`src/rtl/decode_stage_if.sv`:
```
`default_nettype none
// ============================================================================
// Module   : decode_stage_if
// Brief    : Fetch-side beat and execute-side control bundle of the decode stage.
// Revision : 1.0
// ============================================================================
interface decode_stage_if #(
    parameter int XLEN = 32
);
    logic            in_valid;
    logic            in_ready;
    logic [31:0]     in_instr;
    logic [XLEN-1:0] in_pc;

    logic            out_valid;
    logic            out_ready;
    logic [XLEN-1:0] out_pc;
    logic [3:0]      out_alu_control;
    logic [4:0]      out_rs1;
    logic [4:0]      out_rs2;
    logic [4:0]      out_rd;
    logic [XLEN-1:0] out_imm;
    logic            out_alu_src;
    logic            out_reg_write;
    logic            out_mem_read;
    logic            out_mem_write;
    logic            out_branch;
    logic            out_jump;
    logic [2:0]      out_mem_size;
    logic            out_illegal;

    // master: the environment around the stage (fetch + execute)
    modport master (
        output in_valid, in_instr, in_pc, out_ready,
        input  in_ready, out_valid, out_pc, out_alu_control, out_rs1, out_rs2,
               out_rd, out_imm, out_alu_src, out_reg_write, out_mem_read,
               out_mem_write, out_branch, out_jump, out_mem_size, out_illegal
    );

    modport slave (
        input  in_valid, in_instr, in_pc, out_ready,
        output in_ready, out_valid, out_pc, out_alu_control, out_rs1, out_rs2,
               out_rd, out_imm, out_alu_src, out_reg_write, out_mem_read,
               out_mem_write, out_branch, out_jump, out_mem_size, out_illegal
    );
endinterface
`default_nettype wire

```
`src/rtl/decode_stage.sv`:
```
`default_nettype none
// ============================================================================
// Module   : decode_stage
// Brief    : Registered RV32I decoder with optional skid buffer, flush and
//            saturating decoded/illegal counters.
// Revision : 1.0
// ============================================================================
module decode_stage #(
    parameter int XLEN  = 32,
    parameter int SKID  = 1,
    parameter int CNT_W = 16
) (
    input  logic             clk,
    input  logic             rst,
    input  logic             flush,
    decode_stage_if.slave    bus,
    output logic [CNT_W-1:0] decoded_count,
    output logic [CNT_W-1:0] illegal_count
);
    localparam logic [6:0] c_OP_R     = 7'b0110011;
    localparam logic [6:0] c_OP_IMM   = 7'b0010011;
    localparam logic [6:0] c_OP_LOAD  = 7'b0000011;
    localparam logic [6:0] c_OP_STORE = 7'b0100011;
    localparam logic [6:0] c_OP_BR    = 7'b1100011;
    localparam logic [6:0] c_OP_JAL   = 7'b1101111;
    localparam logic [6:0] c_OP_JALR  = 7'b1100111;
    localparam logic [6:0] c_OP_LUI   = 7'b0110111;
    localparam logic [6:0] c_OP_AUIPC = 7'b0010111;

    localparam logic [3:0] c_ALU_ADD  = 4'b0000;
    localparam logic [3:0] c_ALU_SUB  = 4'b0001;
    localparam logic [3:0] c_ALU_AND  = 4'b0010;
    localparam logic [3:0] c_ALU_OR   = 4'b0011;
    localparam logic [3:0] c_ALU_XOR  = 4'b0100;
    localparam logic [3:0] c_ALU_SLL  = 4'b0101;
    localparam logic [3:0] c_ALU_SRA  = 4'b0110;
    localparam logic [3:0] c_ALU_SRL  = 4'b0111;
    localparam logic [3:0] c_ALU_SLT  = 4'b1000;
    localparam logic [3:0] c_ALU_SLTU = 4'b1001;
    localparam logic [3:0] c_ALU_PASS = 4'b1010;
    localparam logic [3:0] c_ALU_INV  = 4'b1111;

    localparam logic [CNT_W-1:0] c_CNT_ONE = {{(CNT_W-1){1'b0}}, 1'b1};

    typedef struct packed {
        logic [XLEN-1:0] pc;
        logic [3:0]      alu;
        logic [4:0]      rs1;
        logic [4:0]      rs2;
        logic [4:0]      rd;
        logic [XLEN-1:0] imm;
        logic            alu_src;
        logic            reg_write;
        logic            mem_read;
        logic            mem_write;
        logic            branch;
        logic            jump;
        logic [2:0]      mem_size;
        logic            illegal;
    } bundle_t;

    logic [31:0] w_instr;
    logic [6:0]  w_opcode;
    logic [2:0]  w_f3;
    logic [6:0]  w_f7;
    logic [31:0] w_imm32;
    bundle_t     w_dec;
    bundle_t     w_skid;
    logic        w_skid_full;
    logic        w_out_free;
    logic        w_accept;
    logic        w_out_fire;

    bundle_t          r_out;
    logic             r_out_valid;
    logic [CNT_W-1:0] r_dec_cnt;
    logic [CNT_W-1:0] r_ill_cnt;

    assign w_instr  = bus.in_instr;
    assign w_opcode = w_instr[6:0];
    assign w_f3     = w_instr[14:12];
    assign w_f7     = w_instr[31:25];

    always_comb begin
        w_dec       = '0;
        w_dec.pc    = bus.in_pc;
        w_dec.rs1   = w_instr[19:15];
        w_dec.rs2   = w_instr[24:20];
        w_dec.rd    = w_instr[11:7];
        w_dec.alu   = c_ALU_ADD;
        w_imm32     = {{20{w_instr[31]}}, w_instr[31:20]};
        case (w_opcode)
            c_OP_R: begin
                w_dec.reg_write = 1'b1;
                case ({w_f7, w_f3})
                    10'b0000000_000: w_dec.alu = c_ALU_ADD;
                    10'b0100000_000: w_dec.alu = c_ALU_SUB;
                    10'b0000000_001: w_dec.alu = c_ALU_SLL;
                    10'b0000000_010: w_dec.alu = c_ALU_SLT;
                    10'b0000000_011: w_dec.alu = c_ALU_SLTU;
                    10'b0000000_100: w_dec.alu = c_ALU_XOR;
                    10'b0000000_101: w_dec.alu = c_ALU_SRL;
                    10'b0100000_101: w_dec.alu = c_ALU_SRA;
                    10'b0000000_110: w_dec.alu = c_ALU_OR;
                    10'b0000000_111: w_dec.alu = c_ALU_AND;
                    default:         w_dec.illegal = 1'b1;
                endcase
            end
            c_OP_IMM: begin
                w_dec.alu_src   = 1'b1;
                w_dec.reg_write = 1'b1;
                case (w_f3)
                    3'b000: w_dec.alu = c_ALU_ADD;
                    3'b010: w_dec.alu = c_ALU_SLT;
                    3'b011: w_dec.alu = c_ALU_SLTU;
                    3'b100: w_dec.alu = c_ALU_XOR;
                    3'b110: w_dec.alu = c_ALU_OR;
                    3'b111: w_dec.alu = c_ALU_AND;
                    3'b001: begin
                        w_dec.alu     = c_ALU_SLL;
                        w_dec.illegal = (w_f7 != 7'b0000000);
                    end
                    default: begin
                        w_dec.alu     = (w_f7 == 7'b0100000) ? c_ALU_SRA : c_ALU_SRL;
                        w_dec.illegal = (w_f7 != 7'b0000000) && (w_f7 != 7'b0100000);
                    end
                endcase
            end
            c_OP_LOAD: begin
                w_dec.alu_src   = 1'b1;
                w_dec.mem_read  = 1'b1;
                w_dec.reg_write = 1'b1;
                w_dec.mem_size  = w_f3;
                w_dec.illegal   = (w_f3 == 3'b011) || (w_f3 == 3'b110) || (w_f3 == 3'b111);
            end
            c_OP_STORE: begin
                w_dec.alu_src   = 1'b1;
                w_dec.mem_write = 1'b1;
                w_dec.mem_size  = w_f3;
                w_dec.illegal   = w_f3[2] || (w_f3 == 3'b011);
                w_imm32         = {{20{w_instr[31]}}, w_instr[31:25], w_instr[11:7]};
            end
            c_OP_BR: begin
                w_dec.alu     = c_ALU_SUB;
                w_dec.branch  = 1'b1;
                w_dec.illegal = (w_f3 == 3'b010) || (w_f3 == 3'b011);
                w_imm32       = {{19{w_instr[31]}}, w_instr[31], w_instr[7],
                                 w_instr[30:25], w_instr[11:8], 1'b0};
            end
            c_OP_JAL: begin
                w_dec.jump      = 1'b1;
                w_dec.reg_write = 1'b1;
                w_imm32         = {{11{w_instr[31]}}, w_instr[31], w_instr[19:12],
                                   w_instr[20], w_instr[30:21], 1'b0};
            end
            c_OP_JALR: begin
                w_dec.jump      = 1'b1;
                w_dec.reg_write = 1'b1;
                w_dec.alu_src   = 1'b1;
                w_dec.illegal   = (w_f3 != 3'b000);
            end
            c_OP_LUI, c_OP_AUIPC: begin
                w_dec.alu       = (w_opcode == c_OP_LUI) ? c_ALU_PASS : c_ALU_ADD;
                w_dec.alu_src   = 1'b1;
                w_dec.reg_write = 1'b1;
                w_imm32         = {w_instr[31:12], 12'b0};
            end
            default: w_dec.illegal = 1'b1;
        endcase
        w_dec.imm = XLEN'($signed(w_imm32));
        // Illegal beats must not have any architectural side effect downstream
        if (w_dec.illegal) begin
            w_dec.alu       = c_ALU_INV;
            w_dec.alu_src   = 1'b0;
            w_dec.reg_write = 1'b0;
            w_dec.mem_read  = 1'b0;
            w_dec.mem_write = 1'b0;
            w_dec.branch    = 1'b0;
            w_dec.jump      = 1'b0;
            w_dec.mem_size  = 3'b000;
        end
        if (w_dec.rd == 5'd0) begin
            w_dec.reg_write = 1'b0;
        end
    end

    assign w_out_free = !r_out_valid || bus.out_ready;
    assign w_out_fire = r_out_valid && bus.out_ready;
    assign w_accept   = bus.in_valid && bus.in_ready;

    generate
        if (SKID != 0) begin : g_skid
            logic    r_skid_full;
            bundle_t r_skid;

            always_ff @(posedge clk) begin
                if (rst) begin
                    r_skid_full <= 1'b0;
                    r_skid      <= '0;
                end else if (flush || w_out_free) begin
                    r_skid_full <= 1'b0;
                end else if (w_accept) begin
                    r_skid_full <= 1'b1;
                    r_skid      <= w_dec;
                end
            end

            assign w_skid_full  = r_skid_full;
            assign w_skid       = r_skid;
            assign bus.in_ready = !r_skid_full && !rst;
        end else begin : g_no_skid
            assign w_skid_full  = 1'b0;
            assign w_skid       = '0;
            assign bus.in_ready = w_out_free && !rst;
        end
    endgenerate

    // The skid entry is older than any incoming beat, so it drains first
    always_ff @(posedge clk) begin
        if (rst) begin
            r_out_valid <= 1'b0;
            r_out       <= '0;
        end else if (flush) begin
            r_out_valid <= 1'b0;
        end else if (w_out_free) begin
            if (w_skid_full) begin
                r_out       <= w_skid;
                r_out_valid <= 1'b1;
            end else if (w_accept) begin
                r_out       <= w_dec;
                r_out_valid <= 1'b1;
            end else begin
                r_out_valid <= 1'b0;
            end
        end
    end

    always_ff @(posedge clk) begin
        if (rst) begin
            r_dec_cnt <= '0;
            r_ill_cnt <= '0;
        end else if (w_out_fire) begin
            if (r_dec_cnt != '1) begin
                r_dec_cnt <= r_dec_cnt + c_CNT_ONE;
            end
            if (r_out.illegal && (r_ill_cnt != '1)) begin
                r_ill_cnt <= r_ill_cnt + c_CNT_ONE;
            end
        end
    end

    assign bus.out_valid       = r_out_valid;
    assign bus.out_pc          = r_out.pc;
    assign bus.out_alu_control = r_out.alu;
    assign bus.out_rs1         = r_out.rs1;
    assign bus.out_rs2         = r_out.rs2;
    assign bus.out_rd          = r_out.rd;
    assign bus.out_imm         = r_out.imm;
    assign bus.out_alu_src     = r_out.alu_src;
    assign bus.out_reg_write   = r_out.reg_write;
    assign bus.out_mem_read    = r_out.mem_read;
    assign bus.out_mem_write   = r_out.mem_write;
    assign bus.out_branch      = r_out.branch;
    assign bus.out_jump        = r_out.jump;
    assign bus.out_mem_size    = r_out.mem_size;
    assign bus.out_illegal     = r_out.illegal;
    assign decoded_count       = r_dec_cnt;
    assign illegal_count       = r_ill_cnt;
endmodule
`default_nettype wire

```
`src/flat_wrapper.sv`:
```
// flat-port wrapper written by rule: the top's interface ports become plain ports
module decode_stage_flat 
#(
    parameter int XLEN  = 32,
    parameter int SKID  = 1,
    parameter int CNT_W = 16
)
  (clk, rst, flush, decoded_count, illegal_count, bus_in_valid, bus_in_instr, bus_in_pc, bus_out_ready, bus_in_ready, bus_out_valid, bus_out_pc, bus_out_alu_control, bus_out_rs1, bus_out_rs2, bus_out_rd, bus_out_imm, bus_out_alu_src, bus_out_reg_write, bus_out_mem_read, bus_out_mem_write, bus_out_branch, bus_out_jump, bus_out_mem_size, bus_out_illegal);
  decode_stage_if #(.XLEN(XLEN)) bus_i ();
  input  logic clk;
  input  logic rst;
  input  logic flush;
  output logic [CNT_W-1:0] decoded_count;
  output logic [CNT_W-1:0] illegal_count;
  input wire logic [$bits(bus_i.in_valid)-1:0] bus_in_valid;
  input wire logic [$bits(bus_i.in_instr)-1:0] bus_in_instr;
  input wire logic [$bits(bus_i.in_pc)-1:0] bus_in_pc;
  input wire logic [$bits(bus_i.out_ready)-1:0] bus_out_ready;
  output wire logic [$bits(bus_i.in_ready)-1:0] bus_in_ready;
  output wire logic [$bits(bus_i.out_valid)-1:0] bus_out_valid;
  output wire logic [$bits(bus_i.out_pc)-1:0] bus_out_pc;
  output wire logic [$bits(bus_i.out_alu_control)-1:0] bus_out_alu_control;
  output wire logic [$bits(bus_i.out_rs1)-1:0] bus_out_rs1;
  output wire logic [$bits(bus_i.out_rs2)-1:0] bus_out_rs2;
  output wire logic [$bits(bus_i.out_rd)-1:0] bus_out_rd;
  output wire logic [$bits(bus_i.out_imm)-1:0] bus_out_imm;
  output wire logic [$bits(bus_i.out_alu_src)-1:0] bus_out_alu_src;
  output wire logic [$bits(bus_i.out_reg_write)-1:0] bus_out_reg_write;
  output wire logic [$bits(bus_i.out_mem_read)-1:0] bus_out_mem_read;
  output wire logic [$bits(bus_i.out_mem_write)-1:0] bus_out_mem_write;
  output wire logic [$bits(bus_i.out_branch)-1:0] bus_out_branch;
  output wire logic [$bits(bus_i.out_jump)-1:0] bus_out_jump;
  output wire logic [$bits(bus_i.out_mem_size)-1:0] bus_out_mem_size;
  output wire logic [$bits(bus_i.out_illegal)-1:0] bus_out_illegal;
  assign bus_i.in_valid = bus_in_valid;
  assign bus_i.in_instr = bus_in_instr;
  assign bus_i.in_pc = bus_in_pc;
  assign bus_i.out_ready = bus_out_ready;
  assign bus_in_ready = bus_i.in_ready;
  assign bus_out_valid = bus_i.out_valid;
  assign bus_out_pc = bus_i.out_pc;
  assign bus_out_alu_control = bus_i.out_alu_control;
  assign bus_out_rs1 = bus_i.out_rs1;
  assign bus_out_rs2 = bus_i.out_rs2;
  assign bus_out_rd = bus_i.out_rd;
  assign bus_out_imm = bus_i.out_imm;
  assign bus_out_alu_src = bus_i.out_alu_src;
  assign bus_out_reg_write = bus_i.out_reg_write;
  assign bus_out_mem_read = bus_i.out_mem_read;
  assign bus_out_mem_write = bus_i.out_mem_write;
  assign bus_out_branch = bus_i.out_branch;
  assign bus_out_jump = bus_i.out_jump;
  assign bus_out_mem_size = bus_i.out_mem_size;
  assign bus_out_illegal = bus_i.out_illegal;
  decode_stage #(.XLEN(XLEN), .SKID(SKID), .CNT_W(CNT_W)) u_core (.clk(clk), .rst(rst), .flush(flush), .bus(bus_i), .decoded_count(decoded_count), .illegal_count(illegal_count));
endmodule
```
`config.mk`:
```
export PLATFORM = sky130hd
export DESIGN_NAME = decode_stage_flat
export DESIGN_NICKNAME = d
export VERILOG_FILES = /design/src/rtl/decode_stage_if.sv /design/src/rtl/decode_stage.sv /design/src/flat_wrapper.sv
export SDC_FILE = /design/constraint.sdc
export NUM_CORES = 1
export LEC_CHECK = 0
export BUFFER_PORTS_ARGS = -buffer_cell sky130_fd_sc_hd__buf_2
export CAP_MARGIN = 20
export CELL_PAD_IN_SITES_DETAIL_PLACEMENT = 1
export CELL_PAD_IN_SITES_GLOBAL_PLACEMENT = 2
export CORE_MARGIN = 2
export CORE_UTILIZATION = 29
export DETAILED_ROUTE_END_ITERATION = 10
export GPL_TIMING_DRIVEN = 0
export HOLD_SLACK_MARGIN = 0.03
export PLACE_DENSITY = 0.8
export SETUP_SLACK_MARGIN = 0.2
export SYNTH_ARGS = -nofsm -noshare
export SYNTH_HDL_FRONTEND = slang
export SYNTH_SLANG_ARGS = --single-unit
export TNS_END_PERCENT = 30
```
`constraint.sdc`:
```
create_clock -name clk -period 2.07 [get_ports clk]
set_clock_uncertainty 0.05 [all_clocks]
set_input_delay 0.207 -clock clk [delete_from_list [all_inputs] [get_ports clk]]
set_output_delay 0.207 -clock clk [all_outputs]
set_load 0.02 [all_outputs]
```
**Yosys cells after proc, flatten, opt, wreduce, memory -nomap -nowiden**

Index checks and enable logic that the tools add are counted.

- Add/subtract/negate cells: 2
- Equality and inequality tests: 28
- Multiplexer cells: 23
- Bitwise gates (word level): 2
- Reduce and logical (&&, ||, !) cells: 34

Operators with widths:

| cell | number |
|---|---|
| $mux W93 | 2 |
| $pmux W31 S4 | 1 |
| $eq A10 B3 Y1 const B | 4 |
| $pmux W4 S9 | 1 |
| $add A16 B1 Y16 const B | 2 |
| $ne A16 B16 Y1 const B | 2 |
| $eq A7 B6 Y1 const B | 4 |
| $pmux W4 S7 | 1 |
| $eq A7 B7 Y1 const B | 3 |
| $eq A10 B2 Y1 const B | 2 |
| $eq A10 B9 Y1 const B | 2 |
| $pmux W4 S4 | 1 |
| $eq A7 B5 Y1 const B | 2 |
| $reduce_or A6 Y1 | 2 |
| $mux W1 | 11 |
| $eq A10 B1 Y1 const B | 1 |
| $logic_not A10 Y1 | 1 |
| $reduce_or A10 Y1 | 1 |
| $reduce_or A2 Y1 | 5 |
| $eq A3 B3 Y1 const B | 3 |
| $mux W9 | 1 |
| $mux W4 | 2 |
| $eq A7 B2 Y1 const B | 1 |
| $ne A7 B6 Y1 const B | 1 |
| other kinds (18) | 33 |

- Flip-flop bits (word level): 220
- Bits of input ports: 69
- Output and inout port bits: 127
- Word-level logic and storage cells: 121

**Depth between registers and ports, before layout**

- Word-level depth: 8
- Depth in mapped cells: 9

**Least setup slack after synthesis**

No wires, ideal clock.

- Kind: register to register
- Start point: reg u_core.r_dec_cnt[2], in the netlist u_core.decoded_count[2]
- End point: reg u_core.r_dec_cnt[15], in the netlist u_core.decoded_count[15]
- Arrival: 1850 ps
- Required time: 1892 ps
- Path slack: 43 ps
- Cell stages (with the launch flop): 8
- Buffers on the path: 1
- Period minus slack after synthesis: 2027 ps
- Cells stage by stage: dfxtp_1 -> and3_1 -> clkbuf_1 -> nand4_1 -> or4_1 -> nor3_1 -> xnor2_1 -> nor2_1

- Longest elaborated chain between the ends: 2
- Elaborated cells between the ends (all ways): 3
- Classes of those cells: add/sub: 1; eq/ne: 1; reduce/logical: 1

RTL lines:

| what | line | source |
|---|---|---|
| from (decl) | decode_stage.sv:76 | `logic [CNT_W-1:0] r_dec_cnt;` |
| from (signal assigned) | decode_stage.sv:244 | `r_dec_cnt <= r_dec_cnt + c_CNT_ONE;` |
| branches (longest 2 deep; another with $add A16 B1 Y16) | n/a |  |

Parallel ways; which one is timed is not known.
A chain may end at the register's enable or synchronous reset.

**Worst setup path after layout**

- Start point: reg u_core.g_skid.r_skid_full
- End point: reg u_core.r_out, in the netlist u_core.bus.out_pc[26]

- Longest elaborated chain between the ends: 5
- Elaborated cells between the ends (all ways): 6
- Classes of those cells: mux: 1; reduce/logical: 5

RTL lines:

| what | line | source |
|---|---|---|
| from (decl) | decode_stage.sv:193 | `logic r_skid_full;` |
| from (signal assigned) | decode_stage.sv:198 | `r_skid_full <= 1'b0;` |
| from (signal assigned) | decode_stage.sv:201 | `r_skid_full <= 1'b0;` |
| from (signal assigned) | decode_stage.sv:203 | `r_skid_full <= 1'b1;` |
| $logic_not A1 Y1 | decode_stage.sv:210 | `assign bus.in_ready = !r_skid_full && !rst;` |
| $logic_and A1 B1 Y1 | decode_stage.sv:210 |  |
| $logic_and A1 B1 Y1 | decode_stage.sv:189 | `assign w_accept = bus.in_valid && bus.in_ready;` |
| $reduce_bool A2 Y1 (no source line) | n/a |  |
| $reduce_and A3 Y1 (no source line) | n/a |  |
| to (signal assigned) | decode_stage.sv:227 | `r_out <= w_skid;` |
| to (signal assigned) | decode_stage.sv:230 | `r_out <= w_dec;` |
| to (decl) | decode_stage.sv:74 | `bundle_t r_out;` |

Several ways; a longest one is shown, not always the timed one.

==> results.toml <==
[finish]
fillCellCount = 3942
nets = 1518
layoutNonFillerInstCount = 1906
drive_gt1_frac = 0.242
final_area_um2 = 13000
seqCellArea_um2 = 4420
area_growth_pct = 37.0
multi_input_area_um2 = 4880
final_core_util = 0.402

[power_and_ir_drop]
p_leak_nw = 5.02
p_per_area_nw_per_um2 = 786
vdd_drop_max_mv = 0.541
finalPower_w = 0.0102

[timing]
setup_viol = 0
rsz0062_at_grt = "yes"
hold_viol_final = 0
min_period_ns = 1.94
fin_hold_ws_ns = 0.0705
max_freq_mhz = 517
worstMarginPinSlew_ns = 0.861
relSlewSlack = 0.426
slew_viol_final = 0
period_share = 0.935

[global_route]
grt_pass1_vias = 9744
antenna_found_initial = 2
grt_pass1_wl_um = 55900
gr-total-overflow = 0
grt_usage = 0.210
grt_max_degree = 14

[synth]
syn-cell-area_um2 = 9510
synth_edf_count = 0
ys_ff_latch = 220
netlist.area_leader.share = 0.463
synth_area_leaders = "dfxtp_1 (46%), a21oi_1 (6.3%), a211oi_1 (6.2%)"
synth_common_cells = "dfxtp_1 (220), nand2_1 (158), nor2_1 (148)"
syn-num-nets = 1218
synth_area_leader_cell = "dfxtp_1"
synth_cell_type_count = 62
synthFlopType = "dfxtp_1"
yosys_warnings = 0
async_flop_share = 0
synth_seq_area_share = 0.463
yosysMostFrequentCell = "dfxtp_1"
avgSynthCellArea_um2 = 8.29
netlist_instances = 1147

[routing]
viasPerCell = 5.04
wl_met1_um = 16300
dr_wl_met3_um = 2180
drtIter0Drc = 394
wl_per_cell_um = 19.4
vias = 9614
drc = 0
top_layer = "met5"
wirelength_um = 36900
wl_met2_um = 17500
drt-pass1-iter-count = 4
ant_nets = 0

[status]
outcome = "complete, no violations"

[critical_path]
arrival_ns = 2.32
slowest_stage = "clkbuf_1"
path_class = "reg2reg"
path_cells = "clkbuf_4, clkbuf_1, mux2i_1, a211oi_1"
cpPeakStageDelay_ns = 0.62
crit_path_end_kind = "register"
cp-start-kind = "register"
critPathMaxFanout = 10
required_ns = 2.46

[worst_hold_path]
hold_class = "in2reg"

[clock_tree]
clock_sinks = 220
cts_buffers = 28
cts_root_buf = "clkbuf_16"
cts_tree = "built"
clock_latency_ns = 0.54
clk_path_buf_depth = 3
path_clk_slew_ns = 0.06
htreeDepth = 1

[placement]
placed_area_um2 = 11100
place_inst = 1783
io_buffers = 194
place_hpwl_um = 26000
place_congestion = 0.819

[die]
initial_utilization = 0.294
fp-row-count = 66
die_x_um = 185
ios = 196
dieArea_um2 = 34200
die_y_um = 185
core_um2 = 32400

[run]
cap_violations = 0
worst max-delay path: cells and delay by family (launching register included):
family / cells / cell delay, ns
buffers and inverters: 2 / 0.90
AO/OA/AOI/OAI: 1 / 0.28
multiplexers: 1 / 0.22
flip-flops: 1 / 0.37
logic make-up after synthesis:
group,Yosys count,share of synthesized area
AND/OR/NAND/NOR,452,0.216
XOR/XNOR,31,0.0286
buffers and inverters,104,0.0424
adder cells (fa/ha/maj),2,0.00263
AO/OA/AOI/OAI,287,0.193
flip-flops,220,0.463
multiplexers,51,0.0540
final timing paths:
kind	from	to	slack, ns	cells after the start
min reg2reg	u_core.bus.out_imm[25]	u_core.bus.out_imm[25]	0.40	2
max reg2reg	u_core.g_skid.r_skid_full	u_core.bus.out_pc[26]	0.13	4
min	bus_in_instr[27]	u_core.g_skid.r_skid[37]	0.07	3
max	u_core.g_skid.r_skid_full	u_core.bus.out_pc[26]	0.13	4
stage by stage:
stage | setup WS (ns) | setup TNS, ns
2_1_floorplan | 0.128 | 0
3_3_place_gp | -1.19 | -107.77
3_5_place_dp | -1.22 | -115.21
4_1_cts | 0.0714 | 0
5_1_grt | 0.0148 | 0
6_report | 0.134 | 0
metal layers:
| metal | up-vias | GRT usage |
|---|---|---|
| li1 | 4649 | - |
| met1 | 4666 | 0.270 |
| met2 | 238 | 0.355 |
| met3 | 59 | 0.0460 |
| met4 | 2 | 0.0575 |
| met5 | - | 0 |
placed cells by master (no fill, tap or decap), types with 8 or more instances in the layout:
master,instances
o21ai_0,24
clkbuf_8,10
buf_2,198
clkbuf_4,16
a211oi_1,75
a211o_1,12
nor3_1,24
and3_1,18
dfxtp_1,211
buf_4,25
clkbuf_16,29
clkbuf_1,45
nor2_1,143
nand4_1,12
xor2_1,12
nand3_1,31
and2_1,9
clkbuf_2,21
dlygate4sd3_1,57
nand2_1,158
a21oi_1,119
o22ai_1,8
xnor2_1,19
mux2i_1,49
layout make-up:
class	count	area share
Buffer	94	0.0407
Antenna cell	2	0.000384
Multi-Input combinational cell	823	0.375
Tap cell	442	0.0425
Inverter	9	0.00259
Timing Repair Buffer	271	0.130
Sequential cell	220	0.340
Clock inverter	3	0.00499
Clock buffer	42	0.0648
what timing repair did:
| action | CTS | global route |
|---|---|---|
| hold endpoints to repair | 95 | 0 |
| hold buffers | 57 | 0 |
| pin swaps | 1 | 13 |
| gates resized for setup | 70 | 74 |
| setup buffers | 1 | 19 |
| endpoints found under the setup margin | 216 | 213 |
registers in the layout, indices dropped and copies added (netlist names), 3 cells and up:
register,count
u_core.bus.out_pc,32
u_core.bus.out_rs1,5
u_core.bus.out_mem_size,3
u_core.g_skid.r_skid,93
u_core.illegal_count,16
u_core.bus.out_rd,5
u_core.bus.out_alu_control,4
u_core.bus.out_rs2,5
u_core.decoded_count,16
u_core.bus.out_imm,32
power breakdown:
part           internal (W)  switching (W)
registers           0.00433      0.0000582
clock network       0.00302        0.00186
logic              0.000362       0.000610
total               0.00771        0.00253
No activity file was read; power rests on OpenSTA's default activity.
